### src/rtl/axi_sram_slave.sv
// axi_sram_slave
//   AXI slave responder for one crossbar slave port, fronting a single-port
//   synchronous SRAM. One transaction in flight; a pending read wins over a
//   pending write in IDLE.
// Ports:
//   clk, rst          : clock, synchronous active-high reset
//   AR*/R*            : read address / read data channels (ID echoed on RID)
//   AW*/W*/B*         : write address / write data / write response channels
//   mem_cs, mem_we    : SRAM chip select, per-byte write enable (0 = read)
//   mem_addr          : SRAM word address (byte address bits [MEM_AW+1:2])
//   mem_wdata         : SRAM write data
//   mem_rdata         : SRAM read data, valid the cycle after a read access
module axi_sram_slave #(
  parameter int ID_W   = 8,
  parameter int ADDR_W = 32,
  parameter int DATA_W = 32,
  parameter int MEM_AW = 14
) (
  input  logic              clk,
  input  logic              rst,
  input  logic [ID_W-1:0]   ARID,
  input  logic [ADDR_W-1:0] ARADDR,
  input  logic [3:0]        ARLEN,
  input  logic [2:0]        ARSIZE,
  input  logic [1:0]        ARBURST,
  input  logic              ARVALID,
  output logic              ARREADY,
  output logic [ID_W-1:0]   RID,
  output logic [DATA_W-1:0] RDATA,
  output logic [1:0]        RRESP,
  output logic              RLAST,
  output logic              RVALID,
  input  logic              RREADY,
  input  logic [ID_W-1:0]   AWID,
  input  logic [ADDR_W-1:0] AWADDR,
  input  logic [3:0]        AWLEN,
  input  logic [2:0]        AWSIZE,
  input  logic [1:0]        AWBURST,
  input  logic              AWVALID,
  output logic              AWREADY,
  input  logic [DATA_W-1:0] WDATA,
  input  logic [3:0]        WSTRB,
  input  logic              WLAST,
  input  logic              WVALID,
  output logic              WREADY,
  output logic [ID_W-1:0]   BID,
  output logic [1:0]        BRESP,
  output logic              BVALID,
  input  logic              BREADY,
  output logic              mem_cs,
  output logic [3:0]        mem_we,
  output logic [MEM_AW-1:0] mem_addr,
  output logic [DATA_W-1:0] mem_wdata,
  input  logic [DATA_W-1:0] mem_rdata
);

  localparam logic [2:0] S_IDLE  = 3'd0;
  localparam logic [2:0] S_RADDR = 3'd1;
  localparam logic [2:0] S_RDATA = 3'd2;
  localparam logic [2:0] S_WDATA = 3'd3;
  localparam logic [2:0] S_WRESP = 3'd4;

  logic [2:0]        state_q, state_d;
  logic [ID_W-1:0]   id_q, id_d;
  logic [MEM_AW-1:0] addr_q, addr_d;
  logic [3:0]        len_q, len_d;
  logic [3:0]        beat_q, beat_d;
  logic [1:0]        burst_q, burst_d;
  logic              err_q, err_d;

  logic              last_beat;
  logic [MEM_AW-1:0] addr_next;

  // Size is fixed at 4 bytes and only the word-address slice is decoded.
  logic unused_inputs;
  assign unused_inputs = ^{ARSIZE, AWSIZE,
                           ARADDR[ADDR_W-1:MEM_AW+2], ARADDR[1:0],
                           AWADDR[ADDR_W-1:MEM_AW+2], AWADDR[1:0]};

  assign last_beat = (beat_q == len_q);
  // FIXED holds the address; INCR and every other encoding step one word,
  // wrapping naturally at the SRAM depth.
  assign addr_next = (burst_q == 2'b00) ? addr_q : addr_q + 1'b1;

  assign RID       = id_q;
  assign BID       = id_q;
  assign RDATA     = mem_rdata;
  assign RRESP     = 2'b00;
  assign BRESP     = err_q ? 2'b10 : 2'b00;
  assign mem_addr  = addr_q;
  assign mem_wdata = WDATA;

  always_comb begin
    state_d = state_q;
    id_d    = id_q;
    addr_d  = addr_q;
    len_d   = len_q;
    beat_d  = beat_q;
    burst_d = burst_q;
    err_d   = err_q;
    ARREADY = 1'b0;
    AWREADY = 1'b0;
    RVALID  = 1'b0;
    RLAST   = 1'b0;
    WREADY  = 1'b0;
    BVALID  = 1'b0;
    mem_cs  = 1'b0;
    mem_we  = '0;
    case (state_q)
      S_IDLE: begin
        ARREADY = 1'b1;
        AWREADY = !ARVALID;
        if (ARVALID) begin
          id_d    = ARID;
          addr_d  = ARADDR[MEM_AW+1:2];
          len_d   = ARLEN;
          burst_d = ARBURST;
          beat_d  = '0;
          state_d = S_RADDR;
        end else if (AWVALID) begin
          id_d    = AWID;
          addr_d  = AWADDR[MEM_AW+1:2];
          len_d   = AWLEN;
          burst_d = AWBURST;
          beat_d  = '0;
          err_d   = 1'b0;
          state_d = S_WDATA;
        end
      end
      S_RADDR: begin
        mem_cs  = 1'b1;
        state_d = S_RDATA;
      end
      S_RDATA: begin
        // No SRAM access here, so mem_rdata (and thus RDATA) stays put
        // for as long as RREADY is held low.
        RVALID = 1'b1;
        RLAST  = last_beat;
        if (RREADY) begin
          if (last_beat) begin
            state_d = S_IDLE;
          end else begin
            addr_d  = addr_next;
            beat_d  = beat_q + 1'b1;
            state_d = S_RADDR;
          end
        end
      end
      S_WDATA: begin
        WREADY = 1'b1;
        if (WVALID) begin
          mem_cs = 1'b1;
          mem_we = WSTRB;
          addr_d = addr_next;
          beat_d = beat_q + 1'b1;
          // WLAST must coincide exactly with the beat numbered AWLEN.
          if (WLAST != last_beat) begin
            err_d = 1'b1;
          end
          if (WLAST) begin
            state_d = S_WRESP;
          end
        end
      end
      S_WRESP: begin
        BVALID = 1'b1;
        if (BREADY) begin
          state_d = S_IDLE;
        end
      end
      default: state_d = S_IDLE;
    endcase
  end

  always_ff @(posedge clk) begin
    if (rst) begin
      state_q <= S_IDLE;
      id_q    <= '0;
      addr_q  <= '0;
      len_q   <= '0;
      beat_q  <= '0;
      burst_q <= '0;
      err_q   <= 1'b0;
    end else begin
      state_q <= state_d;
      id_q    <= id_d;
      addr_q  <= addr_d;
      len_q   <= len_d;
      beat_q  <= beat_d;
      burst_q <= burst_d;
      err_q   <= err_d;
    end
  end

endmodule

### config.mk
export PLATFORM = sky130hd
export DESIGN_NAME = axi_sram_slave
export DESIGN_NICKNAME = d
export VERILOG_FILES = /design/src/rtl/axi_sram_slave.sv
export SDC_FILE = /design/constraint.sdc
export NUM_CORES = 1
export LEC_CHECK = 0
export CAP_MARGIN = 30
export CORE_AREA = 5 5 106 108
export DETAILED_ROUTE_END_ITERATION = 12
export DIE_AREA = 0 0 111 113
export MAX_ROUTING_LAYER = met4
export PLACE_DENSITY = 0.77
export SYNTH_ARGS = -nofsm -noshare
export SYNTH_HDL_FRONTEND = slang
export SYNTH_SLANG_ARGS = --single-unit
export TNS_END_PERCENT = 30
### constraint.sdc
create_clock -name clk -period 2.15 [get_ports clk]
set_input_delay 0.3225 -clock clk [delete_from_list [all_inputs] [get_ports clk]]
set_output_delay 0.3225 -clock clk [all_outputs]
set_load 0.03 [all_outputs]
==> impl_metrics.toml <==
[final_layout]
fin_util_pct = 35.5
final_nets = 562
area_delta_synth_final_pct = 27.7
layout_commonest_cell = "clkdlybuf4s50_1"
n_fill_cell = 1033
final_cell_mix = "clkdlybuf4s50_1 (98), nor2_1 (40), dfxtp_1 (35)"
num_antenna_cells = 0
drive_gt1_share_pct = 10.1
final_area_um2 = 3600

[placement]
hpwlAfterDp_mm = 6.28
placed_area_um2 = 3510
portBuffers = 109
place_congestion = 0.860

[timing]
max_freq_mhz = 483
period_share_pct = 96.3
hold_slack_ps = 508
fin_setup_tns_ps = 0
maxSlewViolCount = 0
finalClockSkew_ps = 7.56
fin_crit_ps = 2070
relSlewSlack_pct = 67.1
rsz0062_at_grt = "false"
finalHoldViolations = 0
worstMarginPinSlew_ps = 490
setup_viol = 0

[die]
chipHeight_um = 113
row_count = 37
initial_core_util_pct = 27.8
ioPinCount = 283
core-area_um2 = 10100
design.die.area_um2 = 12500
die_x_um = 111

[pwr]
intPower_mw = 2.26
p_leak_nw = 1.39
pwr-share-clk_pct = 11.8
p_comb_share_pct = 60.3
p_per_area_nw_per_um2 = 1190
pwr-share-seq_pct = 27.9
peakVddDrop_v = 0.000560
switching_power_mw = 2.04
switching_share_pct = 47.4

[critical_path]
rr_worst_depth = 5
r2r_start = "mem_addr[0]$_SDFFE_PP0P_"
cp-end-kind = "primary output"
crit_path_start_kind = "register"
cp.required_ps = 1830
critPathKind = "reg -> out"
cp_max_fo = 8
rrSetupSlack_ps = 240
critPathArrivalTime_ps = 1750
reg2reg_to = "mem_addr[13]$_SDFFE_PP0P_"
setup.worst_path.end = "mem_cs"
cp-startpoint = "state_q[1]$_SDFFE_PP0P_"

[grt]
antenna_found_initial = 0
grt_util_all_layers_pct = 12.9
grt_pass1_vias = 2692
grt_pass1_wl_mm = 13.3
gr-total-overflow = 0
grt_max_degree = 30

[logic_synthesis]
synth_area_per_cell_um2 = 7.99
synth-seq-cells = 36
yosysTopAreaCell = "dfxtp_1"
yosysUniqueCellTypes = 49
synth_warnings = 0
synthArstFlopShare_pct = 0
synthesis.area_um2 = 2820
synthCells = 353
synth_area_leaders = "dfxtp_1 (26%), buf_4 (20%), mux2i_1 (9.2%)"
synth_ff_type = "dfxtp_1"
synth_top_area_share_pct = 25.5
synth_edf_count = 0
synth_seq_area_share_pct = 25.5

[clock_tree]
numCtsBuffers = 5
cts_tree = "done"
post-cts-setup-buffers = 0
insertion_delay_ps = 280
cts-htree-levels = 2
cts.clk_slew.worst_paths_ps = 70
ctsResizeCount = 2
cts_sinks = 36
cts.path.max_buffers = 2
ctsHoldBuffers = 0
clockRootBuffer = "clkbuf_8"

[job]
cap_violations = 0

[routing]
vias = 2637
drc = 0
wirelength_mm = 8.17
detail-route-antenna-nets = 0
via_per_inst = 5.04
first_pass_iters = 4
wl_per_cell_um = 15.6
drtIter0Drc = 124

[worst_hold_path]
min_path_type = "reg -> reg"

[outcome]
outcome = "finished, final reports clean"
==> per-layer routing <==
| layer | vias up | global-route usage (%) | wire [um] | share of wire (%) |
|---|---|---|---|---|
| met5 | - | - | 0 | 0 |
| met4 | 0 | 3.86 | 89 | 1.1 |
| met3 | 8 | 5.29 | 793 | 9.7 |
| met2 | 155 | 19.9 | 3700 | 45 |
| met1 | 1225 | 15.4 | 3590 | 44 |
| li1 | 1249 | - | - | - |
==> kinds of logic after synthesis <==
kind of cell	share of synthesized area (%)
buffers and inverters	25.3
and+or+nand+nor	15.2
AOI/OAI and AO/OA	20.9
DFF	25.5
muxes	10.5
xor gates and xnor gates	1.55
adders and majority gates	0.887
other	0.133
==> final cells by class <==
| cell class | count | area, um2 | area share (%) |
|---|---|---|---|
| clock buffers | 8 | 90.1 | 2.50 |
| well taps | 136 | 170 | 4.72 |
| repair buffers | 124 | 1190 | 33.1 |
| flip-flops and latches | 36 | 722 | 20.0 |
| multi-input cells | 212 | 1400 | 38.9 |
| inverters | 7 | 26.3 | 0.729 |
==> stage by stage <==
step,total power [mW],setup WS [ps],std cells
2_1_floorplan,3.07,44.6,355
3_3_place_gp,3.74,68.6,515
3_5_place_dp,3.82,-6.42,515
4_1_cts,4.33,32.4,523
5_1_grt,4.60,2.98,523
6_report,4.30,78.5,523
==> registers in the layout (all words and copies together), names as in the netlist <==
register	cells
state_q	3
BID	8
burst_q	2
len_q	4
err_q	1
beat_q	4
mem_addr	14
==> synthesized netlist by cell type, drive strengths merged (2+ instances only) <==
cell and n:
a31oi 9, nand2 12, a21oi 15, nor2b 2, o21ai 5, buf 92
and3 5, nand3 6, nor3 8, nor2 40, o21a 3, dfxtp 36
o311ai 10, ha 2, o31ai 8, inv 7, clkbuf 8, nor4 3
a211oi 20, or3 4, nand4 5, a21boi 2, mux2i 27, mux2 2
xnor2 5
==> power by group through the flow <==
stage	combinational (mW)	clock [mW]	sequential, mW
global route	2.80	0.554	1.25
global placement	2.55	0	1.19
floorplan	1.65	0	1.42
CTS	2.62	0.521	1.19
detailed placement	2.62	0	1.20
finish	2.59	0.506	1.20
==> worst max-delay path, stage by stage, from the launching register on <==
cell	delay, ps
dfxtp_1	510
inv_2	140
o211a_1	240
clkdlybuf4s50_1	590
==> worst min path at each step <==
stage | depth (start not counted) | end | from | slack (ps)
after detailed placement | 2 | beat_q[3]$_SDFFE_PP0P_ | beat_q[3]$_SDFFE_PP0P_ | 490
final | 2 | beat_q[3]$_SDFFE_PP0P_ | beat_q[3]$_SDFFE_PP0P_ | 510
after floorplan | 1 | err_q$_SDFFE_PP0P_ | AWVALID | 420
after global placement | 2 | beat_q[3]$_SDFFE_PP0P_ | beat_q[3]$_SDFFE_PP0P_ | 480
after CTS | 2 | beat_q[3]$_SDFFE_PP0P_ | beat_q[3]$_SDFFE_PP0P_ | 510
after global routing | 2 | len_q[3]$_SDFFE_PP0P_ | len_q[3]$_SDFFE_PP0P_ | 550
No activity file was read; power rests on OpenSTA's default activity.
